**config.mk**
```make
export PLATFORM = sky130hd
export DESIGN_NAME = acc_adder
export DESIGN_NICKNAME = d
export VERILOG_FILES = /design/src/rtl/acc_adder.sv
export SDC_FILE = /design/constraint.sdc
export NUM_CORES = 1
export LEC_CHECK = 0
export CAP_MARGIN = 25
export CORE_ASPECT_RATIO = 0.8
export CORE_UTILIZATION = 50
export CTS_BUF_LIST = sky130_fd_sc_hd__clkbuf_2 sky130_fd_sc_hd__clkbuf_4 sky130_fd_sc_hd__clkbuf_8
export DETAILED_ROUTE_END_ITERATION = 10
export GPL_TIMING_DRIVEN = 1
export PLACE_DENSITY = 0.82
export REMOVE_ABC_BUFFERS = 1
export SYNTH_ARGS = -nofsm -noshare
export SYNTH_HDL_FRONTEND = slang
export SYNTH_SLANG_ARGS = --single-unit
export TNS_END_PERCENT = 20
```
**constraint.sdc**
```tcl
create_clock -name clk -period 2.7 [get_ports clk]
set_input_delay 0.54 -clock clk [delete_from_list [all_inputs] [get_ports clk]]
set_output_delay 0.54 -clock clk [all_outputs]
set_load 0.005 [all_outputs]
```
**src/rtl/acc_adder.sv**
```systemverilog
// Accumulates unsigned operand beats into one framed sum with an overflow flag and a beat count.
// Latency: the result is presented in the cycle after the last beat of a frame is accepted.
// Backpressure: in_ready drops while a result is held; the result stays stable until out_ready.
module acc_adder #(
   parameter int WIDTH     = 10,
   parameter int ACC_WIDTH = 16,
   parameter bit SATURATE  = 1'b0
) (
   input  logic                 clk,
   input  logic                 rst,
   input  logic                 in_valid,
   output logic                 in_ready,
   input  logic [WIDTH-1:0]     in_data,
   input  logic                 in_first,
   input  logic                 in_last,
   output logic                 out_valid,
   input  logic                 out_ready,
   output logic [ACC_WIDTH-1:0] out_sum,
   output logic                 out_ovf,
   output logic [7:0]           out_count
);

   typedef enum logic [1:0] {
      IDLE  = 2'd0,
      ACCUM = 2'd1,
      HOLD  = 2'd2
   } state_t;

   state_t                 state;
   state_t                 state_nxt;
   logic [ACC_WIDTH-1:0]   acc;
   logic [ACC_WIDTH-1:0]   acc_nxt;
   logic                   ovf;
   logic                   ovf_nxt;
   logic [7:0]             count;
   logic [7:0]             count_nxt;

   logic                   accept;
   logic                   restart;
   logic                   carry;
   logic [ACC_WIDTH-1:0]   data_ext;
   logic [ACC_WIDTH:0]     sum_ext;

   // Handshake and output view: outputs are the registered accumulator, so they
   // cannot move while the result is held.
   assign in_ready  = (state != HOLD);
   assign out_valid = (state == HOLD);
   assign out_sum   = acc;
   assign out_ovf   = ovf;
   assign out_count = count;

   assign accept   = in_valid && in_ready;
   // A beat arriving in IDLE always opens a new frame, flagged or not.
   assign restart  = accept && (in_first || (state == IDLE));
   assign data_ext = ACC_WIDTH'(in_data);
   assign sum_ext  = {1'b0, acc} + {1'b0, data_ext};
   assign carry    = sum_ext[ACC_WIDTH];

   // Next-state logic for the frame FSM.
   always_comb begin
      state_nxt = state;
      case (state)
         IDLE: begin
            if (accept) state_nxt = in_last ? HOLD : ACCUM;
         end
         ACCUM: begin
            if (accept && in_last) state_nxt = HOLD;
         end
         HOLD: begin
            if (out_ready) state_nxt = IDLE;
         end
         default: state_nxt = IDLE;
      endcase
   end

   // Accumulator, sticky overflow and saturating beat count for the next cycle.
   always_comb begin
      acc_nxt   = acc;
      ovf_nxt   = ovf;
      count_nxt = count;
      if (restart) begin
         acc_nxt   = data_ext;
         ovf_nxt   = 1'b0;
         count_nxt = 8'd1;
      end else if (accept) begin
         ovf_nxt   = ovf | carry;
         // Once clamped, the sum stays all-ones for the rest of the frame.
         if (SATURATE && (ovf || carry)) begin
            acc_nxt = '1;
         end else begin
            acc_nxt = sum_ext[ACC_WIDTH-1:0];
         end
         count_nxt = (count == 8'd255) ? count : (count + 8'd1);
      end
   end

   // State and datapath registers; reset wins over any concurrent beat or handshake.
   always_ff @(posedge clk) begin
      if (rst) begin
         state <= IDLE;
         acc   <= '0;
         ovf   <= 1'b0;
         count <= 8'd0;
      end else begin
         state <= state_nxt;
         acc   <= acc_nxt;
         ovf   <= ovf_nxt;
         count <= count_nxt;
      end
   end

endmodule
```
==> results.cfg, run 1 <==
[global_route]
grt_pass1_vias = 1368
grt_first_pass_wirelength_um = 6110
grt_overflow = 0
antenna_found_initial = 0
grt_max_degree = 15
track_usage_pct = 23.3

[synthesis]
synthesis.area_sq_um = 1610
seq_area_frac_synth_pct = 33.7
synth-main-ff-cell = dfxtp_1
synthTopCellsByCount = nor2_1, dfxtp_1, nand2_1
async_flop_share_pct = 0
synthCells = 200
yosysMostFrequentCell = nor2_1
yosysWarnings = 0
synth_edf_count = 0
synth_cell_type_count = 37
syn_avg_cell_area_sq_um = 8.03
synth-seq-cells = 27
yosysTopAreaCell = dfxtp_1
synth.top_cell.area_share_pct = 33.7
synth.area.top_cells = dfxtp_1, ha_1, nor2_1, xnor2_1, nand2_1

[pwr]
netSwitchingFraction_pct = 29.3
p_seq_share_pct = 45.5
internal_power_mw = 0.672
p_switching_mw = 0.279
pwr-share-comb_pct = 28.5
total_power_mw = 0.951
p_per_area_nw_per_um2 = 436
p_clk_share_pct = 25.9
p_leak_nw = 0.834
ir_drop_mv = 0.408

[layout]
nets = 279
multiInputGateArea_sq_um = 1030
area_delta_synth_final_pct = 35.9
antenna_cells = 0
stdcell_area_sq_um = 2180
nFillCells = 259
drive_gt1_share_pct = 7.60
regArea_sq_um = 541
stdcell_count = 290

[routing]
drt_iter0_markers = 72
post-route-drc-count = 0
routedWlPerCell_um = 12.8
vias = 1570
drt-total-wl_um = 3720
first_pass_iters = 4
avgViaCountPerCell = 5.41
antenna_left = 0

[flow_run]
cap_violations = 0

[placement]
placed_cells = 286
gp_congestion = 0.916
dpl_cell_area_sq_um = 2120
numPortBuffers = 42
dpl.hpwl_um = 2750

[die]
start_util_pct = 52.4
ioPinCount = 43
fp.dieH_um = 52.7
core_area_sq_um = 3060
die_w_um = 65.4
fp-row-count = 18
die_area_sq_um = 3440

[setup_path]
crit_required_ps = 2860
crit_path_end_kind = flip-flop
critical_path_class = input port to flip-flop
crit_arrival_ps = 2690
start_kind = input port
path_max_fanout = 4

[timing]
slew_headroom_pct = 64.3
min_period_over_period_pct = 93.7
hold_viol = 0
slew_violations = 0
setup_viol = 0
holdWs_ps = 444
fmax_mhz = 395
post-route-min-period_ps = 2530
clock_skew_ps = 8.95
rsz0062_at_grt = false
worst_pin_slew_ps = 536
setup_tns_ps = 0

[cts]
clk_pin_slew_ps = 100
cts-resized-gates = 0
numCtsBuffers = 3
clkLatencyLatePin_ps = 280
cts.hold.buffers_added = 0
htree_levels = 1
cts_tree = yes
cts_root_buffer = clkbuf_8
cts.sinks = 27
clock_path_buffers = 2
cts_setup_buffers = 0

[min_path]
min_path_type = flip-flop to flip-flop

[outcome]
run_status = completed
## layout make-up
| class | count | area share (%) |
|---|---|---|
| tap | 40 | 2.29 |
| multi-input combinational | 162 | 47.1 |
| timing repair buffer | 52 | 22.7 |
| clock buffer | 4 | 2.24 |
| inverter | 5 | 0.860 |
| sequential | 27 | 24.8 |
## metrics by stage
step	util [%]	setup slack [ps]
5_1_grt	71.2	36.5
4_1_cts	71.0	138
3_3_place_gp	69.4	-113
6_report	71.2	170
3_5_place_dp	69.4	-166
2_1_floorplan	-	393
## path summary, 6_finish.rpt
path / startpoint / end / slack [ps] / cells after the start
setup / recovery: in_data[0] / out_sum[12] / 170 / 9
hold / removal: state[1] / state[0] / 440 / 1
setup reg to reg: out_sum[0] / out_sum[12] / 550 / 8
hold reg to reg: state[1] / state[0] / 440 / 1
## flip-flops by register name, summed over array words and instances, names as in the netlist
register   count
out_count      8
out_ovf        1
out_sum       16
state          2
## cells by family (layout without fill, tap and decap cells)
| family | count (synthesis) | in the layout | synth area share, % |
|---|---|---|---|
| adder cells (fa/ha/maj) | 12 | 12 | 9.82 |
| buffers and inverters | 11 | 61 | 2.81 |
| XOR/XNOR | 16 | 16 | 8.73 |
| multiplexers | 2 | 2 | 1.25 |
| AND/OR/NAND/NOR | 83 | 83 | 23.8 |
| flip-flops | 27 | 27 | 33.7 |
| AO/OA/AOI/OAI | 49 | 49 | 19.9 |
## routing by layer
layer	global-route usage [%]	vias up	share of wire, %	wire length [um]
met2	37.5	35	44	1620
li1	-	814	-	-
met5	0	-	0	0
met4	4.35	0	1.0	38
met1	32.3	713	52	1930
met3	4.57	8	3.5	130
## cells in the final DEF (no fill, tap or decap)
master | synthesis | final
nor3_1 | 6 | 6
o21a_1 | 1 | 1
a31oi_4 | 0 | 1
a31o_1 | 1 | 1
nand2b_1 | 1 | 1
nand3_1 | 6 | 6
clkbuf_4 | 0 | 1
a31oi_2 | 2 | 1
a21o_1 | 2 | 2
fa_1 | 1 | 1
buf_4 | 0 | 10
dfxtp_1 | 27 | 27
and3_1 | 5 | 5
nor3b_2 | 1 | 1
a2111oi_0 | 1 | 1
o21ai_1 | 9 | 9
and2_1 | 2 | 2
clkbuf_8 | 0 | 3
nand2_1 | 22 | 22
a31oi_1 | 3 | 3
nand4_1 | 2 | 2
o21ai_0 | 3 | 3
nor2b_1 | 2 | 2
mux2i_1 | 2 | 2
xor2_1 | 4 | 4
ha_1 | 11 | 11
inv_2 | 1 | 1
a311oi_1 | 4 | 4
inv_1 | 4 | 4
a211o_1 | 1 | 1
xnor2_1 | 12 | 12
o211ai_1 | 1 | 1
or2b_4 | 1 | 1
clkdlybuf4s50_1 | 0 | 42
a221o_1 | 1 | 1
o31a_1 | 1 | 1
nor2_1 | 31 | 31
a211oi_1 | 4 | 4
a21oi_1 | 15 | 15
or3_1 | 4 | 4
## power groups by stage
stage	Combinational, mW	Sequential (mW)	Clock [mW]
floorplan	0.152	0.441	0
global placement	0.261	0.441	0
detailed placement	0.262	0.442	0
CTS	0.265	0.433	0.249
global route	0.303	0.435	0.268
finish	0.271	0.433	0.247
## worst max-delay path, cell delays in order
cell             delay (ps)
clkdlybuf4s50_1         430
ha_1                    240
fa_1                    380
a21o_1                  200
a221o_1                 350
a31oi_4                 240
nor3_1                   90
xnor2_1                 150
nor2_1                   60
Power figures use the tool's default switching activity.
==> inputs of run 2 (changes only) <==
--- a/config.mk
+++ b/config.mk
@@ -10,8 +10,8 @@
 export CORE_UTILIZATION = 50
 export CTS_BUF_LIST = sky130_fd_sc_hd__clkbuf_2 sky130_fd_sc_hd__clkbuf_4 sky130_fd_sc_hd__clkbuf_8
 export DETAILED_ROUTE_END_ITERATION = 10
+export DONT_BUFFER_PORTS = 1
 export GPL_TIMING_DRIVEN = 1
-export PLACE_DENSITY = 0.82
 export REMOVE_ABC_BUFFERS = 1
 export SYNTH_ARGS = -nofsm -noshare
 export SYNTH_HDL_FRONTEND = slang
==> run 2 against run 1 <==
  * Die area stayed put
  * Power down 9.5%
  * Non-clock buffer count decreased by 51
  * Largest power group unchanged
==> results.cfg, run 2 (same netlist as run 1, synthesis figures left out) <==
[timing]
min_period_over_period_pct = 84.7
setup_tns_ps = 0
slew_violations = 0
setup_ws_ps = 413
rsz0062_at_grt = false
hold_viol = 0
worst_pin_slew_ps = 780
slew_headroom_pct = 47.9
fmax_mhz = 437
setup_viol = 0
post-route-min-period_ps = 2290
clock_skew_ps = 5.31

[global_route]
grt_first_pass_wirelength_um = 5850
antenna_found_initial = 0
grt_pass1_vias = 1331
track_usage_pct = 22.5
grt_max_degree = 15
grt_overflow = 0

[routing]
drt_iter0_markers = 57
avgViaCountPerCell = 5.83
drt-total-wl_um = 3600
vias = 1394
post-route-drc-count = 0
routedWlPerCell_um = 15.0
first_pass_iters = 4
antenna_left = 0

[layout]
area_delta_synth_final_pct = 4.99
multiInputGateArea_sq_um = 1020
regArea_sq_um = 541
nFillCells = 306
postLayoutCoreUtil_pct = 55.0
final_common_cell = nor2_1
layout_common_cells = nor2_1, dfxtp_1, nand2_1
nets = 228
antenna_cells = 0
drive_gt1_share_pct = 5.03
largest_reg_flops = 16

[cts]
cts_root_buffer = clkbuf_8
cts-resized-gates = 0
cts.hold.buffers_added = 0
clock_path_buffers = 2
cts_tree = yes
htree_levels = 1
cts_setup_buffers = 0
numCtsBuffers = 3
clk_pin_slew_ps = 90
cts.sinks = 27
clkLatencyLatePin_ps = 270

[outcome]
run_status = completed

[pwr]
internal_power_mw = 0.611
total_power_mw = 0.861
p_switching_mw = 0.249
p_per_area_nw_per_um2 = 511
netSwitchingFraction_pct = 29.0
ir_drop_mv = 0.295
pwr-share-comb_pct = 21.6
p_leak_nw = 0.635
p_seq_share_pct = 50.6
p_clk_share_pct = 27.8

[placement]
place_ws_ps = 215
dpl.hpwl_um = 2710
gp_congestion = 0.794
numPortBuffers = 0

[min_path]
min_path_type = input port to flip-flop
min_path_cells = 1

[setup_path]
r2r_start = out_sum[0]
worstSetupEndpoint = out_sum[10]
cp-startpoint = out_sum[0]
r2r_slack_ps = 410
critical_path_class = flip-flop to flip-flop
rr_endpoint = out_sum[10]
crit_required_ps = 2850
reg2reg_depth = 8
crit_path_end_kind = flip-flop
start_kind = flip-flop
crit_arrival_ps = 2440
path_max_fanout = 4

[die]
die_area_sq_um = 3440
core_area_sq_um = 3060
start_util_pct = 52.4
fp.dieH_um = 52.7
ioPinCount = 43
die_w_um = 65.4
fp-row-count = 18

[flow_run]
cap_violations = 0
run 2: power by group through the flow:
stage	clock [mW]	sequential, mW	combinational [mW]
final	0.239	0.436	0.186
after global routing	0.265	0.439	0.213
after CTS	0.255	0.436	0.187
after detailed placement	0	0.445	0.185
after global placement	0	0.444	0.183
after floorplan	0	0.441	0.152
run 2: per-layer routing:
metal | track usage [%] | routed length (um) | vias to the layer above
met2 | 38.8 | 1670 | 32
met5 | 0 | 0 | -
met4 | 4.35 | 19 | 0
met3 | 7.61 | 206 | 2
met1 | 27.3 | 1700 | 648
li1 | - | - | 712
run 2: final cells by class:
class	instances	area share [%]
inverter	5	1.11
tap	40	2.97
timing repair buffer	1	0.445
clock buffer	4	2.90
sequential	27	32.1
multi-input combinational	162	60.5
run 2: worst min path at each step:
| stage | to | startpoint |
|---|---|---|
| after floorplan | state[0] | state[1] |
| after global placement | state[0] | state[1] |
| after detailed placement | state[0] | state[1] |
| after CTS | out_sum[6] | rst |
| after global routing | out_sum[6] | rst |
| final | out_sum[6] | rst |
run 2: critical path, stage by stage, from the launching register on:
cell     delay (ps)
dfxtp_1         350
ha_1            220
fa_1            410
a21o_1          220
a221o_1         360
a31oi_2         300
nor3_1          100
xnor2_1         160
nor2_1           50
run 2: per-stage QoR:
step / cell area, sq um / cells / hold slack [ps]
after detailed placement: 1640 / 235 / 454
after global placement: 1640 / 235 / 425
after CTS: 1690 / 239 / 310
final: 1690 / 239 / 323
after global routing: 1690 / 239 / 305
after floorplan: 1580 / 194 / 415
==> patch 1: new RTL, config.mk and constraints of run 1 <==
The 3 states of `state_t` get a one-hot encoding in 3 bits.
--- a/src/rtl/acc_adder.sv
+++ b/src/rtl/acc_adder.sv
@@ -21,8 +21,8 @@
 );
 
-   typedef enum logic [1:0] {
-      IDLE  = 2'd0,
-      ACCUM = 2'd1,
-      HOLD  = 2'd2
+   typedef enum logic [2:0] {
+      IDLE  = 3'b001,
+      ACCUM = 3'b010,
+      HOLD  = 3'b100
    } state_t;
 
Formal check against the unedited RTL: same outputs for any inputs over 10 cycles, from zero or initial values and one cycle with rst high; not proved beyond that.
==> patch 1 against run 1 <==
  * Critical path depth unchanged
  * Synthesized area grew 7.6%
  * Worst setup slack worse by 0.011 ns
  * Total power up 4.9%
  * Final area grew 4.9%
  * Global-route usage up 1.9 points
  * Routed wire length rose by 14%
  * Sequential cell count grew 1
  * Largest power group unchanged
==> patch 1: results (changes against run 1) <==
** Worst setup path
- The maximum net fanout on the critical path is 7 (+3).
- Largest delay share family, worst path :: compound AO/OA/AOI/OAI gates

** Layout
- The number of antenna cells inserted is 0 (unchanged).
- Share of layout cells above drive strength 1 :: 8.171% (+0.57 points)
- The number of flip-flops in the largest register is 16 (unchanged).
- Number of fill cells in the layout :: 264 (+1.9%)

** Logic synthesis
- Async SR Flop Fraction :: 0% (unchanged)
- The share of synthesized area occupied by flip-flops and latches came to 32.44% (-1.2 points).
- Syn_area_per_cell :: 8.347 µm² (+4.0%)
- The number of distinct library cell variants in the gate-level netlist after synthesis came to 48 (+30%).
- Post-synth top cells :: sky130_fd_sc_hd__dfxtp_1 (28), sky130_fd_sc_hd__nand2_1 (24), sky130_fd_sc_hd__a21oi_1 (23), sky130_fd_sc_hd__o21ai_0 (13), sky130_fd_sc_hd__nor2_1 (12)
- Ranked by total cell area, the synthesized netlist is headed by sky130_fd_sc_hd__dfxtp_1 (32%), sky130_fd_sc_hd__ha_1 (8.0%), sky130_fd_sc_hd__a21oi_1 (6.7%), sky130_fd_sc_hd__nand2_1 (5.2%), sky130_fd_sc_hd__o21ai_0 (3.8%).
- The count of flip-flops with a built-in enable after synthesis came to 0 (unchanged).
- The register bit total from synthesis was 28 (+3.7%).

** Detailed routing
- Met3 wire length :: 309 µm (+140%)
- Routed wire length :: 4252 µm (+14%)
- The ratio of routed vias to standard cells was 5.832 (+7.7%).
- Initial detailed-routing violation count :: 90 (+25%)
- The mean routed wirelength per cell came to 14.32 µm (+12%).
- Met1 Wirelength :: 2178 µm (+13%)
- Routed length on met2 :: 1751 µm (+8.1%)

** Pwr
- The relative contribution of the clock network to total power is 25.6% (-0.3 points).
- Max VDD drop :: 0.3624 mV (-11%)
- The power dissipated by switching net loads is 0.0002886 W (+3.5%).
- The clock distribution power is 0.000255 W (+3%).
- The static leakage power is 0.8867 nW (+6.3%).

** Placed design
- Inst Count DP :: 293 (+2.4%)
- The detailed placer's ending HPWL came to 3252 µm (+18%).
- Final weighted congestion in routability-driven placement :: 0.9148 (-0.11%)
- The instance area after placement was 2235 µm² (+5.2%).
- The worst setup slack after placement came to -0.09831 ns (+0.06763 ns).
- Buffers on Ports :: 42 (unchanged)

** GRT
- The total routing resource utilization after global routing came to 25.21% (+1.9 points).
- GR Layer Usage met1 :: 35.51% (+3.2 points)
- GR Layer Usage met2 :: 38.61% (+1.2 points)
- The number of antenna violations at the first check in global routing came to 0 (unchanged).
- Maximum number of pins on one net before global-route repair :: 16 (+1)
- Global-route track usage on met3 :: 6.458% (+1.9 points)
- Vias in the first global route :: 1545 (+13%)
- Wire length of the first global-routing pass :: 6893 µm (+13%)

** Outcome
- The run finished with clean final reports.

** Worst hold path
- The startpoint identified for the worst hold timing path is out_sum[2]$_SDFFE_PP0P_.

** Timing
- The slew at the pin closest to its max-slew limit came to 0.8803 ns (+0.3447 ns).
- Clock tree skew after final layout :: 0.006980 ns (-0.001968 ns)

** CTS
- Inserted Clock Buffers :: 3 (unchanged)
## patch 1: logic make-up after synthesis
logic type,after synthesis,share of synthesized area [%]
simple gates,73,22.23
compound gates,69,25.56
flops,28,32.44
xor+xnor,12,6.083
buf+inv,12,3.982
fa+ha+maj,12,9.124
mux,1,0.5793
## patch 1: worst paths after layout
path	endpoint	depth (start not counted)	slack [ns]
max reg2reg	out_ovf$_SDFFE_PP0P_	8	0.56
min reg2reg	out_sum[2]$_SDFFE_PP0P_	2	0.49
max	out_ovf$_SDFFE_PP0P_	9	0.16
min	out_sum[2]$_SDFFE_PP0P_	2	0.49
## patch 1: layout make-up
class                           count  area, µm²  share of cell area, %
Clock buffer                        4      55.05                  2.404
Inverter                            4      15.01                 0.6557
Multi-Input combinational cell    167       1099                  47.98
Sequential cell                    28      560.5                  24.48
Tap cell                           40      50.05                  2.186
Timing Repair Buffer               54      510.5                  22.30
==> patch 2: new RTL, config.mk and constraints of run 1 <==
Without the edit above. The parameter `SATURATE` goes from 1'b0 to 1'b1.
--- a/src/rtl/acc_adder.sv
+++ b/src/rtl/acc_adder.sv
@@ -5,5 +5,5 @@
    parameter int WIDTH     = 10,
    parameter int ACC_WIDTH = 16,
-   parameter bit SATURATE  = 1'b0
+   parameter bit SATURATE  = 1'b1
 ) (
    input  logic                 clk,
Function: same outputs for any inputs over 10 cycles, from zero or initial values and one cycle with rst high; that may be too few to reach the edited logic, so the function may still have changed.
==> patch 2 against run 1 <==
  * Synthesized area rose by 4.3%
  * Clock skew fell by 0.0077 ns
  * Routed wire length rose by 12%
  * Total power fell by 2.2%
  * Worst hold slack improved by 0.030 ns
  * Sequential cell count did not move
  * Non-clock buffer count rose by 5
  * Synthesized cell count fell by 1.0%
  * Clock power fell by 8%
  * Combinational power barely moved
  * Worst setup slack got worse by 0.069 ns
  * Final area rose by 5.7%
  * Count of clock-buffer cells in the layout fell by 1
  * Highest routed layer unchanged
==> patch 2: results (changes against run 1) <==
** Outcome
- Status :: finished, final reports clean

** Worst hold path
- Worst hold path endpoint :: out_sum[5]$_SDFFE_PP0P_
- In this run the most critical hold path is launched from out_sum[5]$_SDFFE_PP0P_.
- Number of cells on the worst hold path :: 2 (+1)

** Pwr
- The worst-case vdd ir drop is 0.2693 mV (-34%).
- The overall power after layout was 0.0009301 W (-2.2%).
- The static leakage power was 0.8817 nW (+5.7%).

** GRT
- The number of global-route vias before repair came to 1536 (+12%).
- The pin count of the biggest net entering global routing came to 16 (+1).
- Global-route track usage on met3 :: 6.144% (+1.6 points)
- The total routing resource utilization after global routing was 25.59% (+2.3 points).
- The global-route met2 utilization was 41.25% (+3.8 points).

** Layout
- Final net count :: 283 (+1.4%)

** Placed design
- Dpl ws :: -0.2587 ns (-0.09278 ns)
- The detailed placer's ending HPWL is 3207 µm (+17%).

** Detailed routing
- The detailed route wirelength on metal3 is 313 µm (+140%).
- The ratio of routed vias to standard cells is 5.619 (+3.8%).
- The number of design-rule violations left by the first detailed-router iteration came to 141 (+96%).

** Logic synthesis
- The compound-gate portion of the synthesized area was 25.56% (+5.7 points).
- Post-synth top cells :: sky130_fd_sc_hd__dfxtp_1 (27), sky130_fd_sc_hd__nand2_1 (25), sky130_fd_sc_hd__nor2_1 (22), sky130_fd_sc_hd__a21oi_1 (18), sky130_fd_sc_hd__xnor2_1 (14)
- Yosys attributes the largest share of cell area to sky130_fd_sc_hd__dfxtp_1 (32%), sky130_fd_sc_hd__ha_1 (8.2%), sky130_fd_sc_hd__xnor2_1 (7.3%), sky130_fd_sc_hd__nand2_1 (5.6%), sky130_fd_sc_hd__a21oi_1 (5.4%).

** Timing
- The setup clock skew after layout was 0.001219 ns (-0.007729 ns).
- The slew at the pin closest to its max-slew limit was 0.5209 ns (-0.01473 ns).
- The hold slack was 0.4747 ns (+0.03040 ns).

** Worst setup path
- The maximum net fanout on the critical path came to 8 (+4).
- The data arrival at the endpoint of the critical path was 2.76 ns (+0.07 ns).
patch 2: cell type report:
cell class	count	area (µm²)
multi-input combinational	162	1117
fill	257	824.5
sequential	27	540.5
timing repair buffer	57	536.8
tap	40	50.05
clock buffer	3	41.29
inverter	4	15.01
clock inverter	1	5.005
patch 2: critical path, cell delays in order:
cell	delay (ns)
sky130_fd_sc_hd__clkdlybuf4s50_1	0.44
sky130_fd_sc_hd__ha_2	0.22
sky130_fd_sc_hd__fa_2	0.37
sky130_fd_sc_hd__a211oi_4	0.24
sky130_fd_sc_hd__o211ai_2	0.16
sky130_fd_sc_hd__a31oi_4	0.26
sky130_fd_sc_hd__o221ai_4	0.20
sky130_fd_sc_hd__o221ai_1	0.23
sky130_fd_sc_hd__a21oi_1	0.09
patch 2: worst max-delay path by stage:
stage                              endpoint  slack [ns]  cells after the start  startpoint
finish              out_sum[0]$_SDFFE_PP0P_        0.10                      9  in_data[0]
detailed placement  out_sum[8]$_SDFFE_PP0P_       -0.26                     10  in_data[0]
floorplan           out_sum[3]$_SDFFE_PP0P_        0.32                      8  in_data[0]
global placement    out_sum[0]$_SDFFE_PP0P_       -0.19                      9  in_data[0]
global route        out_sum[1]$_SDFFE_PP0P_       -0.01                      9  in_data[0]
CTS                 out_sum[8]$_SDFFE_PP0P_        0.01                     10  in_data[0]
patch 2: through the flow:
stage                     area [µm²]  util, %  setup TNS (ns)  instances
after floorplan                 1653        -               0        193
after detailed placement        2228    71.18          -3.643        289
after global placement          2228    71.18          -2.248        289
after global routing            2306    73.66        -0.02201        294
after CTS                       2275    72.66               0        293
final                           2306    73.66               0        294
patch 2: where the power goes:
group / leakage (nW) / internal [W] / switching, W
combinational: 0.636 / 0.000139 / 0.000133
sequential: 0.220 / 0.000415 / 0.0000154
clock: 0.0255 / 0.000103 / 0.000125
